File: src/rtl/mam_wb_pkg.sv
// Shared definitions for the MAM-to-Wishbone adapter: Wishbone cycle-type
// codes, burst type, FSM state encoding and the per-beat CTI selection.
package mam_wb_pkg;

    localparam logic [2:0] CTI_CLASSIC = 3'b000;
    localparam logic [2:0] CTI_INCR    = 3'b010;
    localparam logic [2:0] CTI_EOB     = 3'b111;
    localparam logic [1:0] BTE_LINEAR  = 2'b00;

    typedef enum logic [2:0] {
        ST_IDLE     = 3'd0,
        ST_WR_FETCH = 3'd1,
        ST_WR_BUS   = 3'd2,
        ST_RD_BUS   = 3'd3,
        ST_RD_HOLD  = 3'd4
    } state_e;

    // Cycle type for the beat about to be strobed, given how many beats
    // (including this one) are still outstanding.
    function automatic logic [2:0] beat_cti(input logic burst, input logic [13:0] remaining);
        logic [2:0] cti;
        if (!burst) begin
            cti = CTI_CLASSIC;
        end else if (remaining == 14'd1) begin
            cti = CTI_EOB;
        end else begin
            cti = CTI_INCR;
        end
        return cti;
    endfunction

endpackage

File: src/rtl/mam_wb_adapter.sv
// MAM generic memory interface to Wishbone B3 master. Each MAM request is
// executed as one Wishbone cycle made of single or incrementing-burst beats.
// Every output is driven from a register; the FSM computes next values in
// one combinational process and a single sequential process stores them.
module mam_wb_adapter
    import mam_wb_pkg::*;
#(
    parameter int DATA_WIDTH = 16,
    parameter int ADDR_WIDTH = 32
) (
    input  logic                    clk,
    input  logic                    rst,
    input  logic                    req_valid,
    output logic                    req_ready,
    input  logic                    req_rw,
    input  logic [ADDR_WIDTH-1:0]   req_addr,
    input  logic                    req_burst,
    input  logic [13:0]             req_beats,
    input  logic                    write_valid,
    input  logic [DATA_WIDTH-1:0]   write_data,
    input  logic [DATA_WIDTH/8-1:0] write_strb,
    output logic                    write_ready,
    output logic                    read_valid,
    output logic [DATA_WIDTH-1:0]   read_data,
    input  logic                    read_ready,
    output logic [ADDR_WIDTH-1:0]   wb_adr_o,
    output logic [DATA_WIDTH-1:0]   wb_dat_o,
    output logic [DATA_WIDTH/8-1:0] wb_sel_o,
    output logic                    wb_we_o,
    output logic                    wb_cyc_o,
    output logic                    wb_stb_o,
    output logic [2:0]              wb_cti_o,
    output logic [1:0]              wb_bte_o,
    input  logic [DATA_WIDTH-1:0]   wb_dat_i,
    input  logic                    wb_ack_i,
    input  logic                    wb_err_i
);

    localparam int                    BYTES    = DATA_WIDTH / 8;
    localparam logic [ADDR_WIDTH-1:0] ADR_STEP = ADDR_WIDTH'(BYTES);

    state_e                  state_r,       state_s;
    logic [ADDR_WIDTH-1:0]   adr_r,         adr_s;
    logic [DATA_WIDTH-1:0]   dat_r,         dat_s;
    logic [DATA_WIDTH/8-1:0] sel_r,         sel_s;
    logic                    we_r,          we_s;
    logic                    cyc_r,         cyc_s;
    logic                    stb_r,         stb_s;
    logic [2:0]              cti_r,         cti_s;
    logic                    burst_r,       burst_s;
    logic [13:0]             remaining_r,   remaining_s;
    logic [DATA_WIDTH-1:0]   read_data_r,   read_data_s;
    logic                    read_valid_r,  read_valid_s;
    logic                    write_ready_r, write_ready_s;
    logic                    req_ready_r,   req_ready_s;

    logic                    term_s;
    logic [13:0]             beats_eff_s;
    logic [13:0]             remaining_dec_s;
    logic [ADDR_WIDTH-1:0]   adr_inc_s;

    // Next-state and next-register computation for the adapter FSM.
    always_comb begin
        state_s       = state_r;
        adr_s         = adr_r;
        dat_s         = dat_r;
        sel_s         = sel_r;
        we_s          = we_r;
        cyc_s         = cyc_r;
        stb_s         = stb_r;
        cti_s         = cti_r;
        burst_s       = burst_r;
        remaining_s   = remaining_r;
        read_data_s   = read_data_r;
        read_valid_s  = read_valid_r;
        write_ready_s = write_ready_r;
        req_ready_s   = req_ready_r;

        // ack and err together are a single termination; err is not retried.
        term_s          = wb_ack_i | wb_err_i;
        // A burst request of zero beats still moves one word.
        beats_eff_s     = (req_burst && (req_beats != 14'd0)) ? req_beats : 14'd1;
        remaining_dec_s = remaining_r - 14'd1;
        adr_inc_s       = adr_r + ADR_STEP;

        case (state_r)
            ST_IDLE: begin
                if (req_valid) begin
                    adr_s       = req_addr;
                    we_s        = req_rw;
                    burst_s     = req_burst;
                    remaining_s = beats_eff_s;
                    req_ready_s = 1'b0;
                    if (req_rw) begin
                        state_s       = ST_WR_FETCH;
                        write_ready_s = 1'b1;
                    end else begin
                        // Reads strobe straight away; cyc rises with that strobe.
                        state_s = ST_RD_BUS;
                        cyc_s   = 1'b1;
                        stb_s   = 1'b1;
                        sel_s   = '1;
                        cti_s   = beat_cti(req_burst, beats_eff_s);
                    end
                end else begin
                    state_s = ST_IDLE;
                end
            end

            ST_WR_FETCH: begin
                if (write_valid) begin
                    state_s       = ST_WR_BUS;
                    dat_s         = write_data;
                    sel_s         = write_strb;
                    write_ready_s = 1'b0;
                    cyc_s         = 1'b1;
                    stb_s         = 1'b1;
                    cti_s         = beat_cti(burst_r, remaining_r);
                end else begin
                    // Waiting for the next word: cyc is held, stb stays low.
                    state_s = ST_WR_FETCH;
                end
            end

            ST_WR_BUS: begin
                if (term_s) begin
                    stb_s       = 1'b0;
                    remaining_s = remaining_dec_s;
                    adr_s       = adr_inc_s;
                    if (remaining_dec_s == 14'd0) begin
                        state_s     = ST_IDLE;
                        cyc_s       = 1'b0;
                        req_ready_s = 1'b1;
                    end else begin
                        state_s       = ST_WR_FETCH;
                        write_ready_s = 1'b1;
                    end
                end else begin
                    state_s = ST_WR_BUS;
                end
            end

            ST_RD_BUS: begin
                if (term_s) begin
                    state_s      = ST_RD_HOLD;
                    stb_s        = 1'b0;
                    read_data_s  = wb_dat_i;
                    read_valid_s = 1'b1;
                end else begin
                    state_s = ST_RD_BUS;
                end
            end

            ST_RD_HOLD: begin
                if (read_ready) begin
                    read_valid_s = 1'b0;
                    remaining_s  = remaining_dec_s;
                    adr_s        = adr_inc_s;
                    if (remaining_dec_s == 14'd0) begin
                        state_s     = ST_IDLE;
                        cyc_s       = 1'b0;
                        req_ready_s = 1'b1;
                    end else begin
                        state_s = ST_RD_BUS;
                        stb_s   = 1'b1;
                        cti_s   = beat_cti(burst_r, remaining_dec_s);
                    end
                end else begin
                    state_s = ST_RD_HOLD;
                end
            end

            default: begin
                // Unreachable encoding: fall back to a quiet, idle bus.
                state_s       = ST_IDLE;
                cyc_s         = 1'b0;
                stb_s         = 1'b0;
                read_valid_s  = 1'b0;
                write_ready_s = 1'b0;
                req_ready_s   = 1'b1;
            end
        endcase
    end

    // State and output registers; reset drops the bus cycle at once.
    always_ff @(posedge clk or posedge rst) begin
        if (rst) begin
            state_r       <= ST_IDLE;
            adr_r         <= '0;
            dat_r         <= '0;
            sel_r         <= '0;
            we_r          <= 1'b0;
            cyc_r         <= 1'b0;
            stb_r         <= 1'b0;
            cti_r         <= CTI_CLASSIC;
            burst_r       <= 1'b0;
            remaining_r   <= 14'd0;
            read_data_r   <= '0;
            read_valid_r  <= 1'b0;
            write_ready_r <= 1'b0;
            req_ready_r   <= 1'b1;
        end else begin
            state_r       <= state_s;
            adr_r         <= adr_s;
            dat_r         <= dat_s;
            sel_r         <= sel_s;
            we_r          <= we_s;
            cyc_r         <= cyc_s;
            stb_r         <= stb_s;
            cti_r         <= cti_s;
            burst_r       <= burst_s;
            remaining_r   <= remaining_s;
            read_data_r   <= read_data_s;
            read_valid_r  <= read_valid_s;
            write_ready_r <= write_ready_s;
            req_ready_r   <= req_ready_s;
        end
    end

    assign req_ready   = req_ready_r;
    assign write_ready = write_ready_r;
    assign read_valid  = read_valid_r;
    assign read_data   = read_data_r;
    assign wb_adr_o    = adr_r;
    assign wb_dat_o    = dat_r;
    assign wb_sel_o    = sel_r;
    assign wb_we_o     = we_r;
    assign wb_cyc_o    = cyc_r;
    assign wb_stb_o    = stb_r;
    assign wb_cti_o    = cti_r;
    assign wb_bte_o    = BTE_LINEAR;

endmodule

File: config.mk
export PLATFORM = sky130hd
export DESIGN_NAME = mam_wb_adapter
export DESIGN_NICKNAME = d
export VERILOG_FILES = /design/src/rtl/mam_wb_pkg.sv /design/src/rtl/mam_wb_adapter.sv
export SDC_FILE = /design/constraint.sdc
export NUM_CORES = 1
export LEC_CHECK = 0
export ABC_AREA = 1
export CAP_MARGIN = 20
export CORE_UTILIZATION = 40
export CTS_CLUSTER_DIAMETER = 120
export CTS_CLUSTER_SIZE = 30
export DETAILED_ROUTE_END_ITERATION = 8
export PLACE_DENSITY = 0.74
export SYNTH_ARGS = -nofsm -noshare
export SYNTH_HDL_FRONTEND = slang
export SYNTH_SLANG_ARGS = --single-unit
File: constraint.sdc
create_clock -name clk -period 3.65 [get_ports clk]
set_clock_uncertainty 0.1 [all_clocks]
set_input_delay 0.73 -clock clk [delete_from_list [all_inputs] [get_ports clk]]
set_output_delay 0.73 -clock clk [all_outputs]
set_load 0.005 [all_outputs]
==> impl_results.md, run 1 <==
- Outcome: completed
- DRC viols: 0
- Slew headroom: 44.7%
- Worst path slowest cell: buf_4
- CP max stage delay: 0.46 ns
- Post-synth ARST share: 100%
- Top-area cell type share of the netlist area: 43.8%
- DP Wirelength: 10800 µm
- H-Tree Depth: 3
- Site Rows: 41
- Maximum clock insertion buffer count: 2
- Slew Limit Fails: 0
- Post-synth cell types: 38
- Routed WL: 14600 µm
- YS warnings: 0
- Tmin final: 2.50 ns
- RSZ-0062 raised after global routing: false
- Syn Inst Count: 657
- Largest net degree at the start of global routing: 61
- Final worst-path cycle share: 68.5%
- Register bit total from synthesis: 92
- GRT Util Overall: 22.6%
- Iteration-0 DRC Markers: 397
- CTS Hold Buffers Added: 0
- Die Wd: 116 µm
- Post-route ant nets: 0
- Yosys top cell by area: dfrtp_1
- Post-synthesis sequential area ratio: 44.3%
- Final nets: 909
- Most common library cells after synthesis: 155 x nand2_1, 91 x dfrtp_1, 73 x nor2_1, 60 x inv_1, 36 x nand3_1
- Initial core utilization: 41.2%
- Ant diodes: 0
- Cell Area, Synth: 5190 µm²
- Number of top-level pins: 166
- Crit path max-delay family: buffers and inverters
- Avg WL per Cell: 14.8 µm
- Fmax: 400 MHz
- Area Growth Syn to Fin: 40.3%
- Clk Latency, worst-skew pair: 0.35 ns
- Vias in the first global route: 4976
- Avg Inst Size Synth: 7.91 µm²
- Worst Hold Class: flip-flop to flip-flop
- Critical-path cell list: clkdlybuf4s50_1 -> inv_1 -> nand2_1 -> nor2_1 -> a21oi_2 -> o21ai_2 -> inv_2 -> buf_4 -> o21ai_1 -> a21oi_1 -> nor2_1
- CTS Buf Count: 9
- Final setup viols: 0
- P per Cell Area: 870 nW/µm²
- IO buf count: 163
- Core Area: 12600 µm²
- Global-route wire length before repair: 23700 µm
- Count leader, synth: nand2_1
- Congestion Overflow GR: 0
- Post-CTS Setup Bufs: 0
- Top post-synthesis cells by area: dfrtp_1 44%, nand2_1 11%, mux2_2 7.2%, nor2_1 5.3%, inv_1 4.3%
- WP buf/inv: 4
- Synth Flop Type: dfrtp_1
- CP Data Required Time: 3.79 ns
- CP startpoint kind: input pin
- Initial antenna violation count: 0
- EDFF count, synth: 0
- Vias post-DR: 5169
- Worst-path maximum fanout: 60
- Share of layout cells above drive strength 1: 9.88%
- Routability-driven placement congestion ratio: 0.862
- CTS root buffer: clkbuf_16
- Dpl cells: 976
- Slew at the pin closest to its max-slew limit: 0.830 ns
- Resized cells post-CTS: 0
- Worst Path Arrival: 2.64 ns
- Core Util, Final: 57.8%
- Die Span Y: 116 µm
- DR pass1 iterations: 7
- Leak: 3.21 nW
- Clk sinks: 92
- Drt via density: 5.21
- CP Class: input pin to flip-flop
- DIE AREA: 13400 µm²
- CTS tree: yes
- Final Non-Filler Cells: 992
- VDD IR-drop max: 0.370 mV
- Post-route setup TNS: 0 ns
- Setup crit end kind: flip-flop
- Max-cap viol count: 0
- Fin. Hold Viols: 0
- Most used cell, CP: nor2_1
- Clock-pin slew on the worst setup and hold paths: 0.07 ns
==> layout make-up <==
class / instances / area, µm²
fill: 1120 / 5330
sequential: 92 / 2300
inverter: 64 / 241
timing repair buffer: 170 / 1700
clock buffer: 9 / 225
tap: 172 / 215
multi-input combinational: 478 / 2530
clock inverter: 7 / 76.3
==> worst reg2reg max path, cell delays in order (launching register included) <==
cell     delay (ns)
dfrtp_1        0.42
inv_1          0.17
ha_1           0.25
nand3_1        0.17
nand2_1        0.09
o21ai_0        0.10
nor2_1         0.12
nand2_1        0.10
nor2_1         0.22
nand2_2        0.15
nand2_4        0.11
nand2_2        0.07
inv_2          0.08
nand2_1        0.06
==> per-layer routing <==
layer,vias up,global-route usage [%],part of all wire [%]
li1,2494,-,-
met1,2469,28.1,42
met2,187,37.5,48
met3,19,6.59,8.1
met4,0,7.44,1.4
met5,-,0,0
==> logic make-up after synthesis <==
group | after synthesis | share of synthesized area, %
flip-flops | 92 | 44.3
adder cells (fa/ha/maj) | 5 | 1.20
XOR/XNOR | 10 | 1.69
AO/OA/AOI/OAI | 124 | 13.7
other | 1 | 0.0722
AND/OR/NAND/NOR | 304 | 24.9
buffers and inverters | 88 | 7.03
multiplexers | 33 | 7.15
==> where the power goes <==
group	internal, mW	leakage, nW	switching (mW)	total, mW
clock	0.489	0.149	0.465	0.954
combinational	1.63	1.97	1.74	3.37
sequential	1.56	1.09	0.459	2.02
total	3.67	3.21	2.67	6.34
==> worst paths after layout <==
check	from	endpoint	depth (start not counted)	slack, ns
min in group asynchronous	rst	read_data[11]	2	0.74
hold reg to reg	wb_stb_o	wb_stb_o	2	0.38
max in group asynchronous	rst	remaining_r[5]	3	1.97
setup / recovery	wb_ack_i	wb_adr_o[27]	11	1.15
setup reg to reg	remaining_r[0]	wb_stb_o	13	1.36
hold / removal	wb_stb_o	wb_stb_o	2	0.38
==> flip-flops by register name, summed over array words and instances (netlist names) <==
| register | cells |
|---|---|
| read_data | 16 |
| remaining_r | 14 |
| state_r | 3 |
| burst_r | 1 |
| wb_cyc_o | 1 |
| write_ready | 1 |
| read_valid | 1 |
| wb_adr_o | 32 |
| req_ready | 1 |
| wb_cti_o | 2 |
| wb_stb_o | 1 |
| wb_dat_o | 16 |
| wb_sel_o | 2 |
| wb_we_o | 1 |
==> cells in the final DEF, fill, tap and decap left out, types with 10 or more instances in the layout <==
master and instances:
nor2_1 73, a22oi_1 13, inv_1 59, o21ai_0 34
dfrtp_1 91, o21ai_1 18, clkdlybuf4s50_1 163, nand3_1 36
a21oi_1 32, nand2_1 155, nor3_1 10, mux2_2 33
==> stage by stage <==
stage / hold WS (ns) / cell area (µm²) / total power, mW / setup slack (ns)
3_5_place_dp: 0.367 / 6990 / 5.39 / 0.810
3_3_place_gp: 0.359 / 6990 / 5.26 / 0.904
4_1_cts: 0.389 / 7290 / 6.38 / 1.18
5_1_grt: 0.398 / 7290 / 6.86 / 0.974
6_report: 0.384 / 7290 / 6.34 / 1.15
2_1_floorplan: 0.361 / 5200 / 3.93 / 0.430
Power figures use the tool's default switching activity.
==> inputs of run 2 (changes only) <==
==> constraint.sdc (replaced) <==
create_clock -name clk -period 2.55 [get_ports clk]
set_clock_uncertainty 0.1 [all_clocks]
set_input_delay 0.51 -clock clk [delete_from_list [all_inputs] [get_ports clk]]
set_output_delay 0.51 -clock clk [all_outputs]
set_load 0.005 [all_outputs]
==> impl_results.md, run 2 (synthesis results as in run 1) <==
- Outcome: completed
- WP buf/inv: 1
- Tmin final: 2.29 ns
- Global-route wire length before repair: 24500 µm
- IO buf count: 163
- Largest net degree at the start of global routing: 93
- CP Data Required Time: 2.72 ns
- Congestion Overflow GR: 0
- Met2 GRT Util: 39.0%
- Core Util, Final: 58.0%
- CTS root buffer: clkbuf_16
- Most used cell, CP: nand2_1
- Clk sinks: 92
- DR pass1 iterations: 5
- Routability-driven placement congestion ratio: 0.899
- Placed cell area: 7020 µm²
- Die Span Y: 116 µm
- Vias post-DR: 5162
- Setup crit end kind: flip-flop
- Final nets: 912
- Maximum clock insertion buffer count: 2
- DIE AREA: 13400 µm²
- CTS Buf Count: 9
- Multi-input logic area: 2530 µm²
- Resized cells post-CTS: 0
- Final worst-path cycle share: 89.8%
- Fin. Hold Viols: 0
- Final setup viols: 0
- Slew headroom: 38.5%
- Post-route ant nets: 0
- Share of layout cells above drive strength 1: 10.2%
- Most frequent cells in the layout: 163 x clkdlybuf4s50_1, 155 x nand2_1, 91 x dfrtp_1, 73 x nor2_1, 59 x inv_1
- Max-cap viol count: 0
- Largest register FFs: 32
- Die Wd: 116 µm
- Core Area: 12600 µm²
- CP max stage delay: 0.70 ns
- Leading cell type in the layout, fill and taps excluded: clkdlybuf4s50_1
- Fmax: 436 MHz
- Final Cell Area: 7320 µm²
- CP startpoint kind: input pin
- CTS tree: yes
- Initial antenna violation count: 0
- GRT Util Overall: 23.4%
- GR peak layer: met2
- Site Rows: 41
- Critical-path cell list: clkdlybuf4s50_1 -> nor2_1 -> nand2_1 -> nor3_1 -> nand3_1 -> nand2_1 -> nor2_1 -> nand2_1 -> o21ai_0 -> nand2_1 -> o21ai_0
- Worst Path Arrival: 2.46 ns
- P per Cell Area: 1250 nW/µm²
- Number of top-level pins: 166
- Leak: 3.22 nW
- Post-route setup TNS: 0 ns
- Iteration-0 DRC Markers: 522
- VDD IR-drop max: 0.672 mV
- DRC viols: 0
- Ant diodes: 0
- DP Wirelength: 11000 µm
- Worst path slowest cell: nor2_1
- Drt via density: 5.19
- Clk Latency, worst-skew pair: 0.35 ns
- Avg WL per Cell: 15.1 µm
- H-Tree Depth: 3
- Met1 usage: 28.1%
- Register area: 2300 µm²
- Area Growth Syn to Fin: 40.8%
- Fill cells: 1181
- Worst Hold Class: flip-flop to flip-flop
- Vias in the first global route: 5129
- Worst-path maximum fanout: 13
- Post-CTS Setup Bufs: 0
- Routed WL: 15000 µm
- Grt met3 use: 8.68%
- Total Power: 9.13 mW
- Crit path max-delay family: simple AND/OR/NAND/NOR gates
- Slew at the pin closest to its max-slew limit: 0.919 ns
- RSZ-0062 raised after global routing: false
- Initial core utilization: 41.2%
- Clock-pin slew on the worst setup and hold paths: 0.07 ns
- CP Class: input pin to flip-flop
- CTS Hold Buffers Added: 0
- Slew Limit Fails: 0
## run 2: cell types whose count changed in the layout (fill, tap and decap cells not counted)
cell / previous run / this run
buf_4: 6 / 8
inv_8: 3 / 1
buf_12: 1 / 2
clkinv_4: 1 / 2
clkinvlp_4: 0 / 1
## run 2: worst register-to-register path, cell delays in order, from the launching register on
cell     delay, ns
dfrtp_1       0.42
inv_1         0.16
ha_1          0.25
nand3_1       0.17
nand2_1       0.09
o21ai_0       0.10
nor2_1        0.11
nand2_1       0.08
nor2_1        0.25
nand2_2       0.15
nand2_4       0.10
nand2_2       0.07
inv_2         0.07
nand2_1       0.05
## run 2: final timing paths
| path | slack [ns] | to | start | cells after the start |
|---|---|---|---|---|
| hold reg to reg | 0.38 | wb_sel_o[0] | wb_sel_o[0] | 2 |
| max in group asynchronous | 1.42 | req_ready | rst | 3 |
| min in group asynchronous | 0.55 | wb_adr_o[31] | rst | 3 |
| setup / recovery | 0.26 | remaining_r[11] | req_beats[5] | 11 |
| setup reg to reg | 0.26 | state_r[1] | remaining_r[0] | 13 |
| hold / removal | 0.38 | wb_sel_o[0] | wb_sel_o[0] | 2 |
## run 2: per-stage QoR
step                instances  setup slack [ns]  hold WS, ns
floorplan                 658             0.609        0.361
global placement          979            0.0410        0.360
detailed placement        979            -0.105        0.366
CTS                       995             0.256        0.385
global route              995            0.0113        0.405
finish                    995             0.259        0.379
## run 2: power by group
group	internal (mW)	leakage, nW	switching (mW)
registers	2.23	1.09	0.663
clock network	0.686	0.145	0.651
logic	2.38	1.98	2.52
## run 2: layout make-up
cell class / instances / area share (%)
Multi-Input combinational cell: 478 / 34.6
Sequential cell: 92 / 31.5
Timing Repair Buffer: 173 / 23.7
Inverter: 64 / 3.33
Clock buffer: 9 / 3.08
Tap cell: 172 / 2.94
Clock inverter: 7 / 0.923
## run 2: routing by layer
metal | vias up | routed length [µm]
li1 | 2498 | -
met1 | 2437 | 6350
met2 | 201 | 7250
met3 | 26 | 1160
met4 | 0 | 255
met5 | - | 0
==> inputs of run 3 (changes only) <==
--- a/config.mk
+++ b/config.mk
@@ -11,6 +11,7 @@
 export CTS_CLUSTER_DIAMETER = 120
 export CTS_CLUSTER_SIZE = 30
 export DETAILED_ROUTE_END_ITERATION = 8
+export HOLD_SLACK_MARGIN = 0.1
 export PLACE_DENSITY = 0.74
 export SYNTH_ARGS = -nofsm -noshare
 export SYNTH_HDL_FRONTEND = slang
==> constraint.sdc (replaced) <==
create_clock -name clk -period 2.55 [get_ports clk]
set_clock_uncertainty 0.1 [all_clocks]
set_input_delay 0.255 -clock clk [delete_from_list [all_inputs] [get_ports clk]]
set_output_delay 0.255 -clock clk [all_outputs]
set_load 0.005 [all_outputs]
==> impl_results.md, run 3 (synthesis results as in run 1) <==
- Maximum clock insertion buffer count: 2
- Post-route setup TNS: 0 ns
- Largest register FFs: 32
- Final setup viols: 0
- Number of top-level pins: 166
- Max-cap viol count: 0
- Worst Path Arrival: 2.40 ns
- Site Rows: 41
- RSZ-0062 raised after global routing: false
- CTS root buffer: clkbuf_16
- Vias post-DR: 5170
- IO buf count: 163
- VDD IR-drop max: 0.681 mV
- Vias in the first global route: 5132
- Reg2reg end: wb_cti_o[0]
- Share of layout cells above drive strength 1: 10.6%
- Outcome: completed
- Reg-to-reg startpoint: remaining_r[0]
- Post-route ant nets: 0
- CP Data Required Time: 2.70 ns
- CTS Buf Count: 9
- Worst R2R Path Depth: 15
- Largest net degree at the start of global routing: 37
- Iteration-0 DRC Markers: 373
- Die Span Y: 116 µm
- CP max stage delay: 0.42 ns
- Initial antenna violation count: 0
- Dpl cells: 983
- Register area: 2300 µm²
- Final nets: 916
- CP startpoint kind: flip-flop
- GRT Util Overall: 23.5%
- Drt via density: 5.18
- Clk sinks: 92
- Area Growth Syn to Fin: 41.9%
- Routed WL: 15100 µm
- Final Cell Area: 7370 µm²
- Leak: 3.25 nW
- P per Cell Area: 1250 nW/µm²
- Placed cell area: 7090 µm²
- CTS Hold Buffers Added: 0
- Critical-path cell list: inv_1 -> ha_1 -> nand2_1 -> nor2_2 -> nand2_1 -> nand2_1 -> nand2_1 -> nor2_1 -> nand2_1 -> nor2_4 -> nand2_2 -> nand2_4 -> nand2_2 -> nand2_1 -> nand2_1
- Setup crit end kind: flip-flop
- Worst path slowest cell: dfrtp_1
- Most frequent cells in the layout: 163 x clkdlybuf4s50_1, 155 x nand2_1, 91 x dfrtp_1, 73 x nor2_1, 59 x inv_1
- Congestion Overflow GR: 0
- Global-route wire length before repair: 24500 µm
- DRC viols: 0
- Avg WL per Cell: 15.1 µm
- H-Tree Depth: 3
- Multi-input logic area: 2530 µm²
- Ant diodes: 0
- Clock-pin slew on the worst setup and hold paths: 0.07 ns
- Slew Limit Fails: 0
- Fill cells: 1165
- Clk Latency, worst-skew pair: 0.35 ns
- Post-CTS Setup Bufs: 0
- Initial core utilization: 41.2%
- Final worst-path cycle share: 88.5%
- Die Wd: 116 µm
- Worst-path maximum fanout: 5
- Final Non-Filler Cells: 999
- Most used cell, CP: nand2_1
- CTS tree: yes
- DR pass1 iterations: 5
- Fmax: 443 MHz
- CP Class: flip-flop to flip-flop
- Worst Hold Class: input pin to async pin
- Tmin final: 2.26 ns
- DP Wirelength: 11300 µm
- DIE AREA: 13400 µm²
- Routability-driven placement congestion ratio: 0.889
- R2r setup slk: 0.29 ns
- Fin. Hold Viols: 0
- Core Area: 12600 µm²
- Resized cells post-CTS: 0
- Leading cell type in the layout, fill and taps excluded: clkdlybuf4s50_1
## run 3: cell count changes in the layout (fill, tap and decap cells not counted), sizes merged
cell    delta
buf        +4
clkinv     -2
inv        +2
## run 3: critical path, delay by kind of cell, from the launching register on
| family | cells | cell delay (ns) |
|---|---|---|
| fa+ha+maj | 1 | 0.26 |
| buf+inv | 1 | 0.16 |
| flops | 1 | 0.42 |
| simple gates | 13 | 1.20 |
## run 3: final cells by class
cell class	count	area share, %
Clock buffer	9	3.05
Clock inverter	7	0.764
Inverter	64	3.31
Multi-Input combinational cell	478	34.3
Sequential cell	92	31.2
Tap cell	172	2.92
Timing Repair Buffer	177	24.4
## run 3: report_power, final
part           switching (mW)  internal, mW
Sequential              0.652          2.23
Combinational            2.55          2.46
Clock                   0.630         0.679
Total                    3.83          5.37
## run 3: how the worst max path moves through the flow
| stage | start | to | slack (ns) | cells past startpoint |
|---|---|---|---|---|
| 2_1_floorplan | remaining_r[0] | wb_cti_o[0] | 0.61 | 15 |
| 3_3_place_gp | req_beats[3] | remaining_r[11] | 0.31 | 12 |
| 5_1_grt | remaining_r[0] | wb_cti_o[0] | 0.09 | 13 |
| 3_5_place_dp | remaining_r[0] | wb_cti_o[0] | 0.30 | 15 |
| 6_report | remaining_r[0] | wb_cti_o[0] | 0.29 | 15 |
| 4_1_cts | remaining_r[0] | wb_cti_o[0] | 0.29 | 15 |
## run 3: metal layers
| layer | vias to the layer above | track usage (%) | share of wire [%] |
|---|---|---|---|
| li1 | 2506 | - | - |
| met1 | 2468 | 28.8 | 42 |
| met2 | 178 | 38.9 | 49 |
| met3 | 18 | 7.95 | 7.7 |
| met4 | 0 | 7.35 | 1.2 |
| met5 | - | 0 | 0 |
## run 3: stage by stage
stage | utilization, % | setup WS [ns] | hold slack (ns) | power, mW
after floorplan | - | 0.609 | 0.300 | 5.63
after detailed placement | 56.2 | 0.299 | 0.362 | 7.88
after CTS | 58.4 | 0.290 | 0.158 | 9.24
after global placement | 56.2 | 0.309 | 0.358 | 7.71
after global routing | 58.4 | 0.0950 | 0.186 | 9.94
final | 58.4 | 0.293 | 0.156 | 9.20
